<file path="config.mk">
export PLATFORM = sky130hd
export DESIGN_NAME = iobus_uart_tx_flat
export DESIGN_NICKNAME = d
export VERILOG_FILES = /design/src/rtl/otter_io_pkg.sv /design/src/rtl/iobus_uart_tx_if.sv /design/src/rtl/io_fifo.sv /design/src/rtl/iobus_uart_tx.sv /design/src/flat_wrapper.sv
export SDC_FILE = /design/constraint.sdc
export NUM_CORES = 1
export LEC_CHECK = 0
export CORE_MARGIN = 2
export CORE_UTILIZATION = 59
export DETAILED_ROUTE_END_ITERATION = 8
export PLACE_DENSITY_LB_ADDON = 0.25
export SETUP_SLACK_MARGIN = 0.1
export SKIP_CTS_REPAIR_TIMING = 1
export SLEW_MARGIN = 30
export SYNTH_ARGS = -nofsm -noshare
export SYNTH_HDL_FRONTEND = slang
export SYNTH_SLANG_ARGS = --single-unit
export TNS_END_PERCENT = 1
</file>
<file path="constraint.sdc">
create_clock -name clk -period 6.3 [get_ports clk]
set_clock_uncertainty 0.05 [all_clocks]
set_input_delay 1.26 -clock clk [delete_from_list [all_inputs] [get_ports clk]]
set_output_delay 1.26 -clock clk [all_outputs]
set_load 0.01 [all_outputs]
</file>
<file path="src/rtl/otter_io_pkg.sv">
// Shared constants for the OTTER memory-mapped UART transmitter:
// register offsets, STATUS bit positions and transmitter FSM states.
package otter_io_pkg;

  localparam logic [31:0] TXDATA_OFS = 32'h0000_0000;
  localparam logic [31:0] STATUS_OFS = 32'h0000_0004;

  localparam int STAT_FULL    = 0;
  localparam int STAT_EMPTY   = 1;
  localparam int STAT_BUSY    = 2;
  localparam int STAT_OVF     = 3;
  localparam int STAT_CNT_LSB = 8;

  typedef enum logic [1:0] {
    S_IDLE  = 2'd0,
    S_START = 2'd1,
    S_DATA  = 2'd2,
    S_STOP  = 2'd3
  } tx_state_e;

endpackage

</file>
<file path="src/rtl/iobus_uart_tx_if.sv">
// MCU IO-bus connection of the UART transmitter: address, write data,
// write strobe and the read-data return path.
interface iobus_uart_tx_if;
  logic [31:0] iobus_addr;
  logic [31:0] iobus_out;
  logic        iobus_wr;
  logic [31:0] iobus_rd_data;

  modport master (
    output iobus_addr,
    output iobus_out,
    output iobus_wr,
    input  iobus_rd_data
  );

  modport slave (
    input  iobus_addr,
    input  iobus_out,
    input  iobus_wr,
    output iobus_rd_data
  );
endinterface

</file>
<file path="src/rtl/io_fifo.sv">
// Small synchronous FIFO with combinational head read so a pop can load
// the consumer at the same edge; a push into a full FIFO is taken only with a pop.
module io_fifo #(
  parameter int WIDTH = 8,
  parameter int DEPTH = 16
) (
  input  logic                     clk,
  input  logic                     rst_n,
  input  logic                     push,
  input  logic                     pop,
  input  logic [WIDTH-1:0]         din,
  output logic [WIDTH-1:0]         dout,
  output logic                     full,
  output logic                     empty,
  output logic [$clog2(DEPTH):0]   count
);

  localparam int AW = $clog2(DEPTH);

  logic [WIDTH-1:0] mem [DEPTH];
  logic [AW-1:0]    wr_ptr_reg, wr_ptr_next;
  logic [AW-1:0]    rd_ptr_reg, rd_ptr_next;
  logic [AW:0]      count_reg, count_next;
  logic             pop_ok;
  logic             push_ok;

  assign full   = (count_reg == (AW+1)'(DEPTH));
  assign empty  = (count_reg == '0);
  assign count  = count_reg;
  assign dout   = mem[rd_ptr_reg];

  assign pop_ok  = pop && !empty;
  assign push_ok = push && (!full || pop_ok);

  // Pointers are exactly AW bits wide, so they wrap modulo DEPTH for free.
  always_comb begin
    wr_ptr_next = wr_ptr_reg;
    rd_ptr_next = rd_ptr_reg;
    count_next  = count_reg;
    if (push_ok) wr_ptr_next = wr_ptr_reg + 1'b1;
    if (pop_ok)  rd_ptr_next = rd_ptr_reg + 1'b1;
    if (push_ok && !pop_ok)      count_next = count_reg + 1'b1;
    else if (pop_ok && !push_ok) count_next = count_reg - 1'b1;
  end

  always_ff @(posedge clk or negedge rst_n) begin
    if (!rst_n) begin
      wr_ptr_reg <= '0;
      rd_ptr_reg <= '0;
      count_reg  <= '0;
    end else begin
      wr_ptr_reg <= wr_ptr_next;
      rd_ptr_reg <= rd_ptr_next;
      count_reg  <= count_next;
    end
  end

  always_ff @(posedge clk) begin
    if (push_ok) mem[wr_ptr_reg] <= din;
  end

endmodule

</file>
<file path="src/rtl/iobus_uart_tx.sv">
// Memory-mapped 8N1 UART transmitter: TXDATA pushes bytes into a FIFO,
// STATUS reports FIFO/FSM state and a sticky overflow flag.
module iobus_uart_tx
  import otter_io_pkg::*;
#(
  parameter int          CLK_FREQ   = 100_000_000,
  parameter int          BAUD       = 115_200,
  parameter int          FIFO_DEPTH = 16,
  parameter logic [31:0] BASE_ADDR  = 32'h1100_0400
) (
  input  logic              clk,
  input  logic              rst_n,
  iobus_uart_tx_if.slave    bus,
  output logic              tx,
  output logic              irq
);

  localparam int DIV = CLK_FREQ / BAUD;
  localparam int CW  = (DIV > 1) ? $clog2(DIV) : 1;
  localparam int FAW = $clog2(FIFO_DEPTH);

  localparam logic [1:0] IDLE  = S_IDLE;
  localparam logic [1:0] START = S_START;
  localparam logic [1:0] DATA  = S_DATA;
  localparam logic [1:0] STOP  = S_STOP;

  generate
    if (DIV < 2) begin : g_div_check
      $error("iobus_uart_tx: CLK_FREQ/BAUD must be at least 2");
    end
    if (FIFO_DEPTH < 2 || FIFO_DEPTH > 256 || (1 << FAW) != FIFO_DEPTH) begin : g_depth_check
      $error("iobus_uart_tx: FIFO_DEPTH must be a power of two in 2..256");
    end
  endgenerate

  logic [1:0]    state_reg, state_next;
  logic [CW-1:0] baud_cnt_reg, baud_cnt_next;
  logic [2:0]    bit_cnt_reg, bit_cnt_next;
  logic [7:0]    shift_reg, shift_next;
  logic          tx_reg, tx_next;
  logic          ovf_reg, ovf_next;

  logic          sel_txdata;
  logic          sel_status;
  logic          wr_txdata;
  logic          wr_status;
  logic          fifo_pop;
  logic [7:0]    fifo_dout;
  logic          fifo_full;
  logic          fifo_empty;
  logic [FAW:0]  fifo_count;
  logic          baud_done;
  logic [15:0]   count_ext;
  logic [31:0]   status_word;
  logic          unused_wdata;

  assign sel_txdata = (bus.iobus_addr == BASE_ADDR + TXDATA_OFS);
  assign sel_status = (bus.iobus_addr == BASE_ADDR + STATUS_OFS);
  assign wr_txdata  = bus.iobus_wr && sel_txdata;
  assign wr_status  = bus.iobus_wr && sel_status;
  assign unused_wdata = ^bus.iobus_out[31:8];

  io_fifo #(
    .WIDTH (8),
    .DEPTH (FIFO_DEPTH)
  ) u_fifo (
    .clk   (clk),
    .rst_n (rst_n),
    .push  (wr_txdata),
    .pop   (fifo_pop),
    .din   (bus.iobus_out[7:0]),
    .dout  (fifo_dout),
    .full  (fifo_full),
    .empty (fifo_empty),
    .count (fifo_count)
  );

  assign baud_done = (baud_cnt_reg == CW'(DIV - 1));

  // tx_next is the line level for the cycle after this edge, so TX is a
  // clean register output and START drives low from the popping edge.
  always_comb begin
    state_next    = state_reg;
    baud_cnt_next = baud_cnt_reg;
    bit_cnt_next  = bit_cnt_reg;
    shift_next    = shift_reg;
    tx_next       = tx_reg;
    fifo_pop      = 1'b0;
    case (state_reg)
      IDLE: begin
        tx_next       = 1'b1;
        baud_cnt_next = '0;
        if (!fifo_empty) begin
          fifo_pop   = 1'b1;
          shift_next = fifo_dout;
          state_next = START;
          tx_next    = 1'b0;
        end
      end
      START: begin
        if (baud_done) begin
          baud_cnt_next = '0;
          bit_cnt_next  = '0;
          state_next    = DATA;
          tx_next       = shift_reg[0];
        end else begin
          baud_cnt_next = baud_cnt_reg + 1'b1;
        end
      end
      DATA: begin
        if (baud_done) begin
          baud_cnt_next = '0;
          if (bit_cnt_reg == 3'd7) begin
            state_next = STOP;
            tx_next    = 1'b1;
          end else begin
            bit_cnt_next = bit_cnt_reg + 1'b1;
            shift_next   = {1'b0, shift_reg[7:1]};
            tx_next      = shift_reg[1];
          end
        end else begin
          baud_cnt_next = baud_cnt_reg + 1'b1;
        end
      end
      default: begin
        if (baud_done) begin
          baud_cnt_next = '0;
          if (!fifo_empty) begin
            fifo_pop   = 1'b1;
            shift_next = fifo_dout;
            state_next = START;
            tx_next    = 1'b0;
          end else begin
            state_next = IDLE;
            tx_next    = 1'b1;
          end
        end else begin
          baud_cnt_next = baud_cnt_reg + 1'b1;
        end
      end
    endcase
  end

  // Overflow set takes priority over a same-edge clear.
  always_comb begin
    ovf_next = ovf_reg;
    if (wr_status) ovf_next = 1'b0;
    if (wr_txdata && fifo_full && !fifo_pop) ovf_next = 1'b1;
  end

  always_ff @(posedge clk or negedge rst_n) begin
    if (!rst_n) begin
      state_reg    <= IDLE;
      baud_cnt_reg <= '0;
      bit_cnt_reg  <= '0;
      shift_reg    <= '0;
      tx_reg       <= 1'b1;
      ovf_reg      <= 1'b0;
    end else begin
      state_reg    <= state_next;
      baud_cnt_reg <= baud_cnt_next;
      bit_cnt_reg  <= bit_cnt_next;
      shift_reg    <= shift_next;
      tx_reg       <= tx_next;
      ovf_reg      <= ovf_next;
    end
  end

  assign count_ext = 16'(fifo_count);

  always_comb begin
    status_word                          = '0;
    status_word[STAT_FULL]               = fifo_full;
    status_word[STAT_EMPTY]              = fifo_empty;
    status_word[STAT_BUSY]               = (state_reg != IDLE);
    status_word[STAT_OVF]                = ovf_reg;
    status_word[STAT_CNT_LSB +: 8]       = count_ext[7:0];
  end

  assign bus.iobus_rd_data = sel_status ? status_word : 32'h0;
  assign tx  = tx_reg;
  assign irq = fifo_empty && (state_reg == IDLE);

endmodule

</file>
<file path="src/flat_wrapper.sv">
// flat-port wrapper written by rule: the top's interface ports become plain ports
module iobus_uart_tx_flat import otter_io_pkg::*;
#(
  parameter int          CLK_FREQ   = 100_000_000,
  parameter int          BAUD       = 115_200,
  parameter int          FIFO_DEPTH = 16,
  parameter logic [31:0] BASE_ADDR  = 32'h1100_0400
)
  (clk, rst_n, tx, irq, bus_iobus_addr, bus_iobus_out, bus_iobus_wr, bus_iobus_rd_data);
  iobus_uart_tx_if bus_i ();
  input  logic clk;
  input  logic rst_n;
  output logic tx;
  output logic irq;
  input wire logic [$bits(bus_i.iobus_addr)-1:0] bus_iobus_addr;
  input wire logic [$bits(bus_i.iobus_out)-1:0] bus_iobus_out;
  input wire logic [$bits(bus_i.iobus_wr)-1:0] bus_iobus_wr;
  output wire logic [$bits(bus_i.iobus_rd_data)-1:0] bus_iobus_rd_data;
  assign bus_i.iobus_addr = bus_iobus_addr;
  assign bus_i.iobus_out = bus_iobus_out;
  assign bus_i.iobus_wr = bus_iobus_wr;
  assign bus_iobus_rd_data = bus_i.iobus_rd_data;
  iobus_uart_tx #(.CLK_FREQ(CLK_FREQ), .BAUD(BAUD), .FIFO_DEPTH(FIFO_DEPTH), .BASE_ADDR(BASE_ADDR)) u_core (.clk(clk), .rst_n(rst_n), .bus(bus_i), .tx(tx), .irq(irq));
endmodule
</file>
# After elaboration in Yosys (flattened, before gate mapping)
# Memory sizes are Yosys's and may differ from the RTL's.
# Index checks and enable logic that the tools add are counted.
[word_totals]
ff_bits = 38
latchBits = 0
ramBits = 128
mem_bits_ro = 0
in_bits = 67
output_inout_bits = 34
memories = 1
[op_classes]
addsub = 6
n_mul = 0
div = 0
order_cmp = 0
n_eq_ne = 12
shifts = 0
n_mux = 34
bitwise = 1
n_reduce_logical = 27
[mem_list]
columns = ["name", "words", "word_bits", "read_ports", "rd_ports_with_merged_regs", "write_ports", "line", "text"]
rows = [
  ["u_core.u_fifo.mem", 16, 8, 1, 0, 1, "io_fifo.sv:20", "logic [WIDTH-1:0] mem [DEPTH];"],
]
[ops]
columns = ["cell", "n"]
rows = [
  ["== test 32 x 29 -> 1 bit, second input constant", 2],
  ["2-to-1 mux 8 bit", 4],
  ["case mux 8 bit (3 select lines)", 1],
  ["2-to-1 mux 10 bit", 2],
  ["2-to-1 mux 13 bit", 1],
  ["2-to-1 mux 1 bit", 12],
  ["adder 10 x 1 -> 10 bit, second input constant", 1],
  ["== test 10 bit, second input constant", 1],
  ["2-to-1 mux 2 bit", 5],
  ["2-to-1 mux 5 bit", 2],
  ["nonzero test 2 bit", 5],
  ["logical AND 1 bit", 9],
  ["2-to-1 mux 3 bit", 3],
  ["adder 4 x 1 -> 4 bit, second input constant", 2],
  ["AND reduction 4 bit", 2],
  ["inequality test 2 x 1 -> 1 bit, second input constant", 3],
  ["case mux 2 bit (3 select lines)", 1],
  ["case mux 3 bit (2 select lines)", 1],
  ["adder 5 x 1 -> 5 bit, second input constant", 1],
  ["== test 5 bit, second input constant", 1],
  ["zero test 1 bit", 5],
  ["zero test 5 bit", 1],
  ["AND reduction 5 bit", 1],
  ["subtractor 5 x 1 -> 5 bit, second input constant", 1],
  ["other kinds (12)", 13],
]

# Depth between registers and ports, before layout
[logic_depth]
word_depth = 11
mapped_depth = 15
ltp_nobuf = 15

# Modules after synthesis
# Synthesis repeated with hierarchy kept, for this count alone.
[unflattened]
cells_unflattened = 505
hier_area_um2 = 7469.7
[modules_own_cells]
columns = ["module", "instances", "cells_per_inst", "area_per_inst_um2", "seq_area_each_um2"]
rows = [
  ["io_fifo", 1, 323, 5715.5, 4169.0],
  ["iobus_uart_tx", 1, 182, 1754.2, 626.9],
]

# Least setup slack after synthesis
# OpenSTA, ideal clock, no wires.
[synth_path]
path_kind = "input-to-output"
startpoint = "input port bus_iobus_addr[8]"
endpoint = "output port bus_iobus_rd_data[2]"
t_arrival_ns = 2.459
required_ns = 4.990
path_slack_ns = 2.531
cell_stages = 6
cell_sequence = "nor4b_1 > nand4_1 > nor2_1 > clkbuf_1 > and2_1 > nor2b_1"
[synth_between]
elab_chain_cells = 2
[synth_lines]
columns = ["element", "line", "text"]
rows = [
  ["start: declaration", "flat_wrapper.sv:15", "input wire logic [$bits(bus_i.iobus_addr)-1:0] bus_iobus_addr;"],
  ["== test 32 x 29 -> 1 bit", "iobus_uart_tx.sv:58", "assign sel_status = (bus.iobus_addr == BASE_ADDR + STATUS_OFS);"],
  ["2-to-1 mux 13 bit", "iobus_uart_tx.sv:180", "assign bus.iobus_rd_data = sel_status ? status_word : 32'h0;"],
  ["end: declaration", "flat_wrapper.sv:18", "output wire logic [$bits(bus_i.iobus_rd_data)-1:0] bus_iobus_rd_data;"],
]
# Every way passes these cells.

# Final worst setup path
[layout_path]
startpoint = "input port bus_iobus_addr[22]"
endpoint = "output port bus_iobus_rd_data[0]"
# The elaborated chain is that of the path after synthesis.

==> run metrics <==
synthesis-stage register bit count 166; result of the run completed; Max IR drop VDD 0.273 mV; Post-synth EDFFs 128; max-slew violations 0; Lkg Pwr 3.26 nW; GR Util All Layers 22.8%; max reg flops 128; initial antenna violation count 0; commonest non-fill, non-tap cell in the layout edfxtp_1; Die ar. 13500 um^2; clk_lat worst skew 420 ps; CP peak stage delay 530 ps; CTS tree built; worst path cell trace clkdlybuf4s50_1, nor4b_1, nand4_1, nor2_1, and2_1, and3_1, clkdlybuf4s50_1; CTS Root Cell clkbuf_16; final hold viol count 0; crit path DAT 3660 ps; Post-synth ARST share 22.9%; power density cells 258 nW/um^2; Final Cycle Share 78.9%; detailed-route DRC error count 0; worst hold margin 428 ps; top_reg_cell synth edfxtp_1; vias per cell 5.65; crit-path max FO 11; worst path required time 4990 ps; final net count 631; Yosys warnings 0; Hold Crit Class reg2reg; critical path capture point type output port; Avg Cell Area, Syn 15.0 um^2; CTS sink cnt 166; cell repeated most along the worst path clkdlybuf4s50_1; GRT Residual Overflow 0; 1st-pass router iterations 5; critical path class in2out; vias in the first global route 4091; # diodes 0; final setup violation count 0; CTS Buf Count 17; unrepaired setup endpoints after global routing false; IO buf count 53; Final ANT Viol Nets 0; Slew headroom 40.4%; Placer Congestion 0.798; count of cell types in the netlist 50; initial DRC count 331; most frequent cells in the layout edfxtp_1, clkdlybuf4s50_1, dfrtp_1, nor2_1, mux2i_1; Initial Util 61.1%; min Tclk post-route 4970 ps; first-pass GRT wire length 22.1 mm; layout cells sized above 1 13.0%; CP Launch Type input pin; final HPWL from detailed placement 9.23 mm; Slowest-stage cell, CP clkdlybuf4s50_1; Die X 116 um; Clock Path Buffers 2; Critical path buffers and inverters 2; Fmax 201 MHz; final wirelength 14.0 mm; core area 12100 um^2; setup_tns 0 ps; # IOs 101; synth-to-layout area growth 15.4%; largest net degree at the start of global routing 50; kind of cell adding the most delay to the critical path simple AND/OR/NAND/NOR gates; synthesized instance count 494; DR vias 4110; Syn Std Cell Area 7400 um^2; register area share after synthesis 64.8%; Final Instance Count excl. Fillers 728; Vert. Die Dim 116 um; Cells after DPL 696; Worst-path clk slew 60 ps; H-tree Lvls 4; FP Rows 40; WL per Instance 19.3 um; max-cap check violation count 0; worst slew pin tran 895 ps
## cell type report
cell class / instances / area [um^2]
Clock inverter: 14 / 125
Multi-Input combinational cell: 294 / 2370
Inverter: 10 / 37.5
Clock buffer: 18 / 429
Timing Repair Buffer: 58 / 566
Tap cell: 168 / 210
Fill cell: 811 / 3570
Sequential cell: 166 / 4800
## stage by stage
step	cell area, um^2	setup slack (ps)	util [%]	power, mW
floorplan	7480	2530	-	1.22
global placement	7980	1420	65.9	1.25
detailed placement	7980	1310	65.9	1.26
CTS	8530	1290	70.5	2.22
global route	8540	1110	70.5	2.26
finish	8540	1330	70.5	2.20
## layer usage
metal | vias to the layer above | track usage [%] | part of all wire [%]
met1 | 2043 | 31.0 | 42
li1 | 1935 | - | -
met5 | - | 0 | 0
met3 | 19 | 6.33 | 6.8
met4 | 0 | 7.06 | 1.5
met2 | 113 | 36.3 | 50
## report_power, final
group / leakage, nW / switching, mW / internal [mW]
clock network: 0.261 / 0.422 / 0.546
logic: 1.37 / 0.0289 / 0.0235
registers: 1.62 / 0.000000000889 / 1.18
total: 3.26 / 0.451 / 1.75
## worst reg2reg max path: cells and delay by family, from the launching register on
kind	cells	cell delay (ps)
AO/OA/AOI/OAI	3	910
adder cells (fa/ha/maj)	3	750
AND/OR/NAND/NOR	3	610
flip-flops	1	380
XOR/XNOR	2	270
buffers and inverters	2	200
## synthesized netlist by cell type (8+ instances only)
cell | n | area (um^2)
ha_1 | 16 | 200
nand3_1 | 11 | 55.1
xnor2_1 | 13 | 114
mux2i_1 | 28 | 280
a21oi_1 | 8 | 40.0
mux2_2 | 15 | 169
nor2_1 | 30 | 113
o21ai_1 | 9 | 45.0
edfxtp_1 | 128 | 3840
inv_1 | 9 | 33.8
dfrtp_1 | 37 | 926
and3_1 | 13 | 81.3
clkbuf_1 | 13 | 48.8
mux4_2 | 16 | 360
buf_4 | 24 | 180
nand2_1 | 25 | 93.8
a22oi_1 | 21 | 158
## kinds of logic (layout without fill, tap and decap cells)
group	after synthesis	in the layout	synth area share, %
fa+ha+maj	17	17	2.98
other cells	1	23	0.0507
mux	65	65	12.5
compound gates	57	57	5.41
xor+xnor	19	19	2.25
flops	166	166	64.8
simple gates	113	113	7.80
buf+inv	56	100	4.24
## worst paths after layout
kind                       depth (start not counted)  slack [ps]                    from                           to
min reg2reg                                        2         430               u_core.tx                    u_core.tx
max reg2reg                                       13        3020  u_core.baud_cnt_reg[0]       u_core.u_fifo.count[4]
min in group asynchronous                          1         750                   rst_n       u_core.u_fifo.count[0]
min                                                2         430               u_core.tx                    u_core.tx
max                                                7        1330      bus_iobus_addr[22]         bus_iobus_rd_data[0]
max in group asynchronous                          1        5090                   rst_n  u_core.u_fifo.rd_ptr_reg[0]
Note: power is estimated with default switching activity, not from simulation.
